## src/rtl/hcode_shell_pkg.sv

```systemverilog
// Shared definitions for the hcode shell: default widths, arbiter FSM state
// type and a constant-foldable clog2 helper.
package hcode_shell_pkg;

   localparam int N_CH_DEF   = 4;
   localparam int DATA_W_DEF = 128;

   typedef enum logic [0:0] {
      IDLE  = 1'b0,
      BURST = 1'b1
   } arb_state_e;

   function automatic int clog2(input int value);
      int result;
      result = 0;
      for (int i = 0; i < 31; i++) begin
         if ((32'sd1 <<< i) < value) begin
            result = i + 1;
         end else begin
            result = result;
         end
      end
      return result;
   endfunction

endpackage

```

## src/rtl/hcode_buf2.sv

```systemverilog
// Two-entry FIFO buffer with registered full flag; writes while full are
// dropped, simultaneous push and pop keep the occupancy unchanged.
module hcode_buf2
   import hcode_shell_pkg::*;
#(
   parameter int DATA_W = DATA_W_DEF
) (
   input  logic              clk,
   input  logic              rst_n,
   input  logic              push,
   input  logic [DATA_W-1:0] din,
   input  logic              pop,
   output logic [DATA_W-1:0] dout,
   output logic              full,
   output logic              empty
);

   logic [DATA_W-1:0] mem_r [2];
   logic              wr_ptr_r;
   logic              rd_ptr_r;
   logic [1:0]        count_r;
   logic              full_r;
   logic              push_ok_s;
   logic              pop_ok_s;
   logic [1:0]        count_nxt_s;

   assign push_ok_s = push && !full_r;
   assign pop_ok_s  = pop && (count_r != 2'd0);
   assign dout      = mem_r[rd_ptr_r];
   assign full      = full_r;
   assign empty     = (count_r == 2'd0);

   // Next occupancy from accepted push/pop.
   always_comb begin
      count_nxt_s = count_r;
      case ({push_ok_s, pop_ok_s})
         2'b10:   count_nxt_s = count_r + 2'd1;
         2'b01:   count_nxt_s = count_r - 2'd1;
         default: count_nxt_s = count_r;
      endcase
   end

   // Storage, pointers and occupancy registers.
   always_ff @(posedge clk or negedge rst_n) begin
      if (!rst_n) begin
         mem_r[0] <= {DATA_W{1'b0}};
         mem_r[1] <= {DATA_W{1'b0}};
         wr_ptr_r <= 1'b0;
         rd_ptr_r <= 1'b0;
         count_r  <= 2'd0;
         full_r   <= 1'b0;
      end else begin
         if (push_ok_s) begin
            mem_r[wr_ptr_r] <= din;
            wr_ptr_r        <= ~wr_ptr_r;
         end
         if (pop_ok_s) begin
            rd_ptr_r <= ~rd_ptr_r;
         end
         count_r <= count_nxt_s;
         full_r  <= (count_nxt_s == 2'd2);
      end
   end

endmodule

```

## src/rtl/hcode_out_rr_arbiter.sv

```systemverilog
// Merges N_CH subshell output streams onto the host write FIFO with
// round-robin burst arbitration; each word carries its source channel tag.
module hcode_out_rr_arbiter
   import hcode_shell_pkg::*;
#(
   parameter int N_CH      = N_CH_DEF,
   parameter int DATA_W    = DATA_W_DEF,
   parameter int MAX_BURST = 16,
   parameter int CH_W      = clog2(N_CH)
) (
   input  logic                   ip_clk,
   input  logic                   ip_rst_n,
   input  logic [N_CH-1:0]        cfg_ch_en,
   input  logic [N_CH*DATA_W-1:0] sub_out_din,
   input  logic [N_CH-1:0]        sub_out_write,
   output logic [N_CH-1:0]        sub_out_full,
   output logic [DATA_W-1:0]      host_din,
   output logic                   host_write,
   input  logic                   host_full,
   output logic [CH_W-1:0]        host_chan
);

   localparam int              BC_W   = clog2(MAX_BURST + 1);
   localparam logic [BC_W-1:0] BC_MAX = BC_W'(MAX_BURST);

   logic [N_CH-1:0]   buf_empty_s;
   logic [N_CH-1:0]   eligible_s;
   logic [N_CH-1:0]   pop_s;
   logic [DATA_W-1:0] buf_dout_s [N_CH];

   arb_state_e        state_r, state_nxt_s;
   logic [CH_W-1:0]   grant_r, grant_nxt_s;
   logic [CH_W-1:0]   rr_ptr_r, rr_nxt_s;
   logic [BC_W-1:0]   burst_cnt_r, cnt_nxt_s, bc_inc_s;
   logic              search_hit_s;
   logic [CH_W-1:0]   search_sel_s;
   logic [CH_W:0]     search_sum_s;
   logic [CH_W-1:0]   search_idx_s;
   logic              can_load_s;
   logic              load_s;
   logic [CH_W-1:0]   pop_ch_s;

   function automatic logic [CH_W-1:0] next_ch(input logic [CH_W-1:0] ch);
      logic [CH_W-1:0] nxt;
      if (ch == CH_W'(N_CH - 1)) begin
         nxt = CH_W'(0);
      end else begin
         nxt = ch + CH_W'(1);
      end
      return nxt;
   endfunction

   for (genvar i = 0; i < N_CH; i++) begin : g_ch
      hcode_buf2 #(.DATA_W(DATA_W)) u_buf (
         .clk   (ip_clk),
         .rst_n (ip_rst_n),
         .push  (sub_out_write[i]),
         .din   (sub_out_din[i*DATA_W +: DATA_W]),
         .pop   (pop_s[i]),
         .dout  (buf_dout_s[i]),
         .full  (sub_out_full[i]),
         .empty (buf_empty_s[i])
      );
      assign pop_s[i] = load_s && (pop_ch_s == CH_W'(i));
   end

   assign eligible_s = ~buf_empty_s & cfg_ch_en;
   assign can_load_s = !host_write || !host_full;
   assign bc_inc_s   = burst_cnt_r + BC_W'(1);

   // First eligible channel searching upward from the rr pointer.
   always_comb begin
      search_hit_s = 1'b0;
      search_sel_s = rr_ptr_r;
      search_sum_s = {(CH_W+1){1'b0}};
      search_idx_s = rr_ptr_r;
      for (int k = 0; k < N_CH; k++) begin
         search_sum_s = {1'b0, rr_ptr_r} + (CH_W+1)'(k);
         if (search_sum_s >= (CH_W+1)'(N_CH)) begin
            search_sum_s = search_sum_s - (CH_W+1)'(N_CH);
         end else begin
            search_sum_s = search_sum_s;
         end
         search_idx_s = search_sum_s[CH_W-1:0];
         if (!search_hit_s && eligible_s[search_idx_s]) begin
            search_hit_s = 1'b1;
            search_sel_s = search_idx_s;
         end else begin
            search_hit_s = search_hit_s;
         end
      end
   end

   // Grant FSM: IDLE grants and loads in the same cycle so rotation costs no bubble.
   always_comb begin
      state_nxt_s = state_r;
      grant_nxt_s = grant_r;
      rr_nxt_s    = rr_ptr_r;
      cnt_nxt_s   = burst_cnt_r;
      load_s      = 1'b0;
      pop_ch_s    = grant_r;
      case (state_r)
         IDLE: begin
            if (search_hit_s) begin
               grant_nxt_s = search_sel_s;
               pop_ch_s    = search_sel_s;
               if (can_load_s) begin
                  load_s = 1'b1;
                  if (BC_MAX == BC_W'(1)) begin
                     state_nxt_s = IDLE;
                     rr_nxt_s    = next_ch(search_sel_s);
                     cnt_nxt_s   = BC_W'(0);
                  end else begin
                     state_nxt_s = BURST;
                     cnt_nxt_s   = BC_W'(1);
                  end
               end else begin
                  state_nxt_s = BURST;
                  cnt_nxt_s   = BC_W'(0);
               end
            end else begin
               state_nxt_s = IDLE;
            end
         end
         BURST: begin
            if (!cfg_ch_en[grant_r]) begin
               state_nxt_s = IDLE;
               rr_nxt_s    = next_ch(grant_r);
               cnt_nxt_s   = BC_W'(0);
            end else if (can_load_s) begin
               if (!buf_empty_s[grant_r]) begin
                  load_s = 1'b1;
                  if (bc_inc_s == BC_MAX) begin
                     state_nxt_s = IDLE;
                     rr_nxt_s    = next_ch(grant_r);
                     cnt_nxt_s   = BC_W'(0);
                  end else begin
                     cnt_nxt_s = bc_inc_s;
                  end
               end else begin
                  state_nxt_s = IDLE;
                  rr_nxt_s    = next_ch(grant_r);
                  cnt_nxt_s   = BC_W'(0);
               end
            end else begin
               cnt_nxt_s = burst_cnt_r;
            end
         end
         default: begin
            state_nxt_s = IDLE;
            cnt_nxt_s   = BC_W'(0);
         end
      endcase
   end

   // Arbitration state registers.
   always_ff @(posedge ip_clk or negedge ip_rst_n) begin
      if (!ip_rst_n) begin
         state_r     <= IDLE;
         grant_r     <= CH_W'(0);
         rr_ptr_r    <= CH_W'(0);
         burst_cnt_r <= BC_W'(0);
      end else begin
         state_r     <= state_nxt_s;
         grant_r     <= grant_nxt_s;
         rr_ptr_r    <= rr_nxt_s;
         burst_cnt_r <= cnt_nxt_s;
      end
   end

   // Output register: holds while the host FIFO is full.
   always_ff @(posedge ip_clk or negedge ip_rst_n) begin
      if (!ip_rst_n) begin
         host_write <= 1'b0;
         host_din   <= {DATA_W{1'b0}};
         host_chan  <= CH_W'(0);
      end else if (load_s) begin
         host_write <= 1'b1;
         host_din   <= buf_dout_s[pop_ch_s];
         host_chan  <= pop_ch_s;
      end else if (!host_full) begin
         host_write <= 1'b0;
      end
   end

endmodule
```

## config.mk

```make
export PLATFORM = sky130hd
export DESIGN_NAME = hcode_out_rr_arbiter
export DESIGN_NICKNAME = d
export VERILOG_FILES = /design/src/rtl/hcode_shell_pkg.sv /design/src/rtl/hcode_buf2.sv /design/src/rtl/hcode_out_rr_arbiter.sv
export SDC_FILE = /design/constraint.sdc
export NUM_CORES = 2
export LEC_CHECK = 0
export BUFFER_PORTS_ARGS = -buffer_cell sky130_fd_sc_hd__buf_2
export CORE_UTILIZATION = 35
export CTS_CLUSTER_SIZE = 24
export DETAILED_ROUTE_END_ITERATION = 10
export GPL_ROUTABILITY_DRIVEN = 1
export PLACE_DENSITY = 0.53
export SLEW_MARGIN = 25
export SYNTH_ARGS = -nofsm -noshare
export SYNTH_HDL_FRONTEND = slang
export SYNTH_HIERARCHICAL = 1
export SYNTH_SLANG_ARGS = --single-unit
```

## constraint.sdc

```tcl
create_clock -name ip_clk -period 3.05 [get_ports ip_clk]
set_input_delay 0.4575 -clock ip_clk [delete_from_list [all_inputs] [get_ports ip_clk]]
set_output_delay 0.4575 -clock ip_clk [all_outputs]
set_load 0.01 [all_outputs]
```

---- Yosys cells after proc, flatten, opt, wreduce, memory -nomap -nowiden ----
Index checks and enable logic that the tools add are counted.
Widths: inputs -> output; s select.
word-level totals
  register bits ........................... 1185
  bits of input ports ..................... 523
  output and inout bits ................... 135
  word-level logic and storage cells ...... 235
cells by class
  add/sub/neg operators ................... 17
  $lt $le $gt $ge ......................... 22
  equality and inequality tests ........... 22
  multiplexer cells ....................... 83
  bitwise gates (word level) .............. 20
  reduce and logical (&&, ||, !) cells .... 40
operators with widths
  operator             count
  $mux 128             18
  $bwmux 256           4
  $demux 128 s1        4
  $bmux 128 s2         1
  $mux 2               15
  $mux 5               5
  $mux 1               23
  $eq 2x2->1 const B   11
  $logic_and 1x1->1    19
  $ge 2x2->1 const B   8
  $not 1->2            8
  $pmux 2 s2           4
  $sub 2x1->2 const B  8
  $lt 2x3->1 const B   5
  $bmux 1 s2           6
  $ge 3x3->1 const B   4
  $add 2x1->2 const B  5
  $eq 2x1->1 const B   5
  $logic_not 2->1      5
  $pmux 5 s2           1
  $logic_not 1->1      9
  $not 1->1            9
  $lt 2x1->1 const B   4
  $reduce_bool 2->1    4
  16 further kinds     19

---- Longest topological paths before layout ----
  depth after elaboration ................. 23
  mapped depth ............................ 15
  gate-level depth less buffers ........... 12

---- Cells and area by module ----
The synthesis kept the hierarchy.
modules (own cells, without submodules)
  module                          times used  cells an instance  area each (sq um)  seq. area each (sq um)
  hcode_buf2 (g_ch[1].u_buf ...)  3           703                11294.6            6531.3
  hcode_buf2 (g_ch[0].u_buf)      1           705                11349.6            6531.3
  hcode_out_rr_arbiter            1           959                8459.4             3528.4

---- Worst setup path after synthesis ----
Ideal clock, no wire load.
  path type ............................... flip-flop to flip-flop
  from .................................... reg g_ch[1].u_buf.count_r[0]
  to ...................................... reg g_ch[0].u_buf.full_r
  setup time .............................. 0.122 ns
  arrival time ............................ 2.766 ns
  required time ........................... 2.928 ns
  setup slack ............................. 0.163 ns
  stages on the path, launching flop included .. 14
  buffers on the path ..................... 2
  period minus slack after synthesis ...... 2.887 ns
  cell sequence ........................... dfrtp_1 nor2_1 or3b_1 a221oi_2 a2111oi_2 o221ai_1 buf_2 buf_2 inv_1 nor2b_1 ha_1 nand3b_1 o21ai_0 a32o_1
between the ends
  longest elaborated chain between the ends .. 23
  elaborated cells on any way between the ends .. 41
  those cells by class .................... 3 x eq/ne; 26 x mux; 2 x bitwise; 10 x reduce/logical
ends and longest elaborated chain
  what                                      line                        source
  start, declared                           hcode_buf2.sv:21            logic [1:0] count_r;
  start signal, assigned                    hcode_buf2.sv:60            count_r <= count_nxt_s;
  $logic_not 2->1 (*)                       hcode_buf2.sv:31            assign empty = (count_r == 2'd0);
  via buf_empty_s[1]                        hcode_out_rr_arbiter.sv:26  logic [N_CH-1:0] buf_empty_s;
  $not 4->4                                 hcode_out_rr_arbiter.sv:67  assign eligible_s = ~buf_empty_s & cfg_ch_en;
  $and 4x4->4                               hcode_out_rr_arbiter.sv:67
  $bmux 1 s2                                hcode_out_rr_arbiter.sv:85  if (!search_hit_s && eligible_s[search_idx_s]) begin
  $mux 1 (implied by the code)              hcode_out_rr_arbiter.sv:85
  $mux 1                                    hcode_out_rr_arbiter.sv:85
  $logic_not 1->1                           hcode_out_rr_arbiter.sv:85
  [10 not listed]                           --
  $logic_not 2->1                           hcode_out_rr_arbiter.sv:64  assign pop_s[i] = load_s && (pop_ch_s == CH_W'(i));
  $logic_and 1x1->1 (*)                     hcode_out_rr_arbiter.sv:64
  via pop_s[0]                              hcode_out_rr_arbiter.sv:28  logic [N_CH-1:0] pop_s;
  $logic_and 1x1->1 (*)                     hcode_buf2.sv:28            assign pop_ok_s = pop && (count_r != 2'd0);
  via g_ch[0].u_buf.pop_ok_s                hcode_buf2.sv:24            logic pop_ok_s;
  $eq 2x1->1 or $eq 2x2->1 (tied branches)  hcode_buf2.sv:36            case ({push_ok_s, pop_ok_s})
  $pmux 2 s2 (*)                            hcode_buf2.sv:36
  $eq 2x2->1 (*)                            hcode_buf2.sv:61            full_r <= (count_nxt_s == 2'd2);
  end signal, assigned                      hcode_buf2.sv:61
  end, declared                             hcode_buf2.sv:22            logic full_r;
The timed path passes the listed nets; every way through them passes the cells marked *. The select of a mux whose other input is x is not followed.
A chain may end at the register's enable or synchronous reset.

---- Final worst setup path ----
  from .................................... reg g_ch[3].u_buf.count_r[1]
  to ...................................... reg g_ch[2].u_buf.count_r[1]
between the ends
  longest elaborated chain between the ends .. 22
  elaborated cells on any way between the ends .. 40
  those cells by class .................... 3 x eq/ne; 26 x mux; 2 x bitwise; 9 x reduce/logical
ends and longest elaborated chain
  what                                      line                        source
  start, declared                           hcode_buf2.sv:21
  start signal, assigned                    hcode_buf2.sv:60
  $logic_not 2->1 (*)                       hcode_buf2.sv:31
  via buf_empty_s[3]                        hcode_out_rr_arbiter.sv:26
  $not 4->4                                 hcode_out_rr_arbiter.sv:67
  $and 4x4->4                               hcode_out_rr_arbiter.sv:67
  $bmux 1 s2                                hcode_out_rr_arbiter.sv:85
  $mux 1 (implied by the code)              hcode_out_rr_arbiter.sv:85
  $mux 1                                    hcode_out_rr_arbiter.sv:85
  $logic_not 1->1                           hcode_out_rr_arbiter.sv:85
  [10 not listed]                           --
  $eq 2x2->1                                hcode_out_rr_arbiter.sv:64
  $logic_and 1x1->1 (*)                     hcode_out_rr_arbiter.sv:64
  via pop_s[2]                              hcode_out_rr_arbiter.sv:28
  $logic_and 1x1->1 (*)                     hcode_buf2.sv:28
  via g_ch[2].u_buf.pop_ok_s                hcode_buf2.sv:24
  $eq 2x1->1 or $eq 2x2->1 (tied branches)  hcode_buf2.sv:36
  $pmux 2 s2 (*)                            hcode_buf2.sv:36
  via g_ch[2].u_buf.count_nxt_s[1]          hcode_buf2.sv:25            logic [1:0] count_nxt_s;
  end signal, assigned                      hcode_buf2.sv:60
  end, declared                             hcode_buf2.sv:21
Marks and branches as above.

==> results by group <==
Outcome
  – Result of the run: complete, no violations

Worst setup path
  – Maximum fanout along the worst path: 5
  – Crit path required time: 3.67 ns
  – R2R Path End: g_ch[2].u_buf/count_r[1]
  – Worst R2R Path Depth: 12
  – Category of the most critical setup path: flip-flop to flip-flop
  – Worst setup EP type: flip-flop
  – Worst reg2reg setup slack: 0.22 ns
  – Reg-to-reg startpoint: g_ch[3].u_buf/count_r[1]
  – Kind of start point of the critical path: flip-flop
  – Critical path data arrival time: 3.45 ns

Layout
  – Layout fillers: 13,900
  – Commonest cells after routing, fill and taps aside: 1,181 x dfrtp_1, 1,061 x mux2_2, 656 x buf_2, 514 x dlygate4sd3_1, 480 x mux2_1
  – Layout cell share with drive strength beyond 1: 0.4293
  – Commonest non-fill, non-tap cell in the layout: dfrtp_1
  – Number of nets in the final layout: 5,470
  – Area growth from synthesis to layout: 28.84%

Min path
  – Destination of the worst hold path: g_ch[3].u_buf/wr_ptr_r
  – Worst min-delay path class: input pin to flip-flop
  – Startpoint of the lowest-slack hold path: sub_out_write[3]
  – Min-Delay Path Depth: 3

Floorplan
  – Chip Width: 393.7 µm
  – Die height: 393.7 µm
  – CORE AREA: around 0.15 mm²
  – Count of boundary I/O pins: 658
  – Number of rows created at floorplan: roughly 140
  – Initial core utilization: 0.3530
  – Die ar.: 0.1550 mm²

STA
  – Period utilisation layout: 0.9272
  – Hold slack final: 0.05930 ns
  – Final total negative setup slack: 0 ns
  – Total count of max-transition violations in the final report: 0
  – Worst path setup slack after routing: 0.2221 ns
  – Highest clock rate: 353.6 MHz
  – Crit path time final: 2.828 ns
  – Clock skew after layout: 0.02773 ns
  – Final setup violation count: 0
  – Least-Margin Pin Slew: 0.9391 ns
  – Normalized max-slew margin: 0.3725
  – Final-report hold violation count: 0
  – RSZ-0062 raised after global routing: no

Synth
  – Fraction of post-synthesis cell area in the top cell type by area: 0.5523
  – Top_reg_cell synth: dfrtp_1
  – Netlist Area Pre-Place: 0.05369 mm²
  – Number of enable-type register cells in the synthesized netlist: 0
  – Yosys warning total: 6
  – Biggest area consumer among synthesized cells: dfrtp_1
  – Number of synthesized register bits: 1,185
  – Synth Net Count: approximately 4,300
  – Post-Synthesis Mean Instance Area: 14.23 µm²
  – Sequential cell area fraction in the yosys report: 0.5523
  – Dominant cells by area after synthesis: dfrtp_1 55%, mux2_2 22%, mux2_1 10%
  – Number of distinct library cells after synthesis: 54
  – Gate Count Post-Synth: 3,773
  – Fraction of registers with async set or reset after synthesis: 1.000

Drt
  – Post-DR wirelength/cell: 23.80 µm
  – Vias per std cell: 5.002
  – Initial DRC Count: 1,556
  – Antenna Nets Post-Route: 0
  – Count of vias placed by the detailed router: around 36,000
  – Detailed-route DRC error count: 0
  – Routed wire length: 168,900 µm
  – Number of detailed-routing iterations run before antenna repair: 4

Power
  – Comb pwr share: 0.419
  – Total Power: 77,400 µW
  – Share of total power in sequential cells: 0.366
  – Cell-internal power: 50,190 µW
  – Switching Share: 0.3515
  – Maximum vdd drop: 0.001001 V
  – Power per cell area: 1119 mW/mm²
  – Switching Power: around 27,000 µW
  – Leakage dissipation: 0.02945 µW
  – Power share of the clock group: 0.215

Placement
  – Number of buffers inserted by port buffering: 657
  – Post-detail-place hpwl: 110,700 µm
  – Final weighted congestion in routability-driven placement: 0.7992
  – Worst slack at placement: 0.07534 ns

CTS
  – TritonCTS sink count: roughly 1,200
  – H-tree depth: 4
  – Number of buffers inserted during clock tree synthesis: 140
  – Clock latency on the worst-skew pair: between 0.7 and 0.8 ns
  – Number of setup buffers added after CTS: 0
  – Buffer levels on the longest clock path: 3
  – Clock transition at the registers of the reported paths: 0.06 ns
  – Clock Tree Root: clkbuf_16
  – CTS tree: done

Global route
  – Global route total overflow: 0
  – Overall global routing resource usage: 0.2179
  – Pin count of the biggest net entering global routing: 93
  – Global-route wire length before repair: 256,700 µm
  – Vias in the first global route: 38,980
  – Number of antenna violations at the first check in global routing: 41

Flow run
  – Count of maximum capacitance violations: 0
==> final cells by class <==
type                       instances  area (µm²)  area share
inverter                           8       35.03   0.0005064
timing repair buffer            1283       10050      0.1453
clock inverter                    38       407.9    0.005897
clock buffer                     208        4123     0.05960
antenna                           25       62.56   0.0009044
sequential                      1185       29670      0.4289
tap                             2030        2540     0.03672
multi-input combinational       2323       22290      0.3222
==> state kept, by name (all words and copies together), names as in the netlist, 2 cells and up <==
signal / flops
g_ch.u_buf/rd_ptr_r: 4
host_din: 128
g_ch.u_buf/mem_r: 1024
host_chan: 2
burst_cnt_r: 5
g_ch.u_buf/full: 4
g_ch.u_buf/wr_ptr_r: 4
grant_r: 2
g_ch.u_buf/count_r: 8
rr_ptr_r: 2
==> metal layers <==
metal / vias up / global-route usage / part of all wire
li1: 16020 / - / -
met1: 18520 / 0.2926 / 0.45
met2: 680 / 0.3576 / 0.48
met3: 268 / 0.04043 / 0.040
met4: 24 / 0.06316 / 0.026
met5: - / 0 / 0.00093
==> cell families after synthesis <==
kind of cell	share of synthesized area
muxes	0.3242
buffers and inverters	0.03419
AOI/OAI and AO/OA	0.05863
and+or+nand+nor	0.02542
adders and majority gates	0.001398
xor gates and xnor gates	0.003915
DFF	0.5523
==> worst max-delay path by stage <==
stage                                         from                        to  slack [ns]
after floorplan           g_ch[1].u_buf/count_r[0]        g_ch[0].u_buf/full        0.16
final                     g_ch[3].u_buf/count_r[1]  g_ch[2].u_buf/count_r[1]        0.22
after global routing      g_ch[0].u_buf/count_r[0]        g_ch[2].u_buf/full        0.01
after CTS                 g_ch[3].u_buf/count_r[1]  g_ch[2].u_buf/count_r[1]        0.05
after global placement                cfg_ch_en[2]  g_ch[2].u_buf/count_r[1]        0.04
after detailed placement              cfg_ch_en[2]  g_ch[2].u_buf/count_r[1]        0.08
==> worst max-delay path: stages, from the launching register on <==
cell       delay, ns
dfrtp_1         0.42
nor2_1          0.19
nand2b_1        0.19
o22ai_1         0.14
a2111oi_4       0.48
or2_4           0.28
inv_6           0.07
nor2_1          0.12
nor2b_1         0.23
ha_1            0.24
xnor2_1         0.13
nor2_1          0.07
xor2_1          0.14
==> power by group through the flow <==
| stage | sequential, µW | combinational, µW | clock [µW] |
|---|---|---|---|
| 2_1_floorplan | 27400 | 22900 | 0 |
| 3_3_place_gp | 28300 | 31800 | 0 |
| 3_5_place_dp | 28600 | 32100 | 0 |
| 4_1_cts | 28400 | 32900 | 17100 |
| 5_1_grt | 29400 | 34900 | 17700 |
| 6_report | 28400 | 32400 | 16600 |
==> stage by stage <==
stage,area (µm²),util,instances
final,69180,0.4549,7100
after detailed placement,59420,0.3907,6315
after global routing,69160,0.4548,7095
after CTS,69100,0.4543,7075
after global placement,59420,0.3907,6315
after floorplan,53690,-,3773
==> cell usage after synthesis (2+ instances only) <==
library cell and instances:
dfrtp_1 1185, mux2_2 1061, mux2_1 480, nor2_1 147, nand2_1 139, o22ai_1 132
a21oi_1 124, buf_2 99, a211oi_2 90, buf_6 69, buf_4 44, clkbuf_1 42
a211oi_1 38, xnor2_1 13, o21ai_0 11, xor2_1 11, a21oi_2 10, nand2b_1 8
inv_1 7, nor2b_1 7, ha_1 6, nand3b_1 6, and2_1 3, mux2i_1 3
nand2b_4 3, nand3_1 3, a21boi_0 2, and3_1 2, buf_12 2, o21a_1 2
==> repair_timing <==
action | in CTS | in global routing
resized for setup | 0 | 3
hold buffers | 514 | 0
setup endpoints to repair | 0 | 61
endpoints found under the hold margin | 1065 | 0
(Power assumes the default switching activity.)
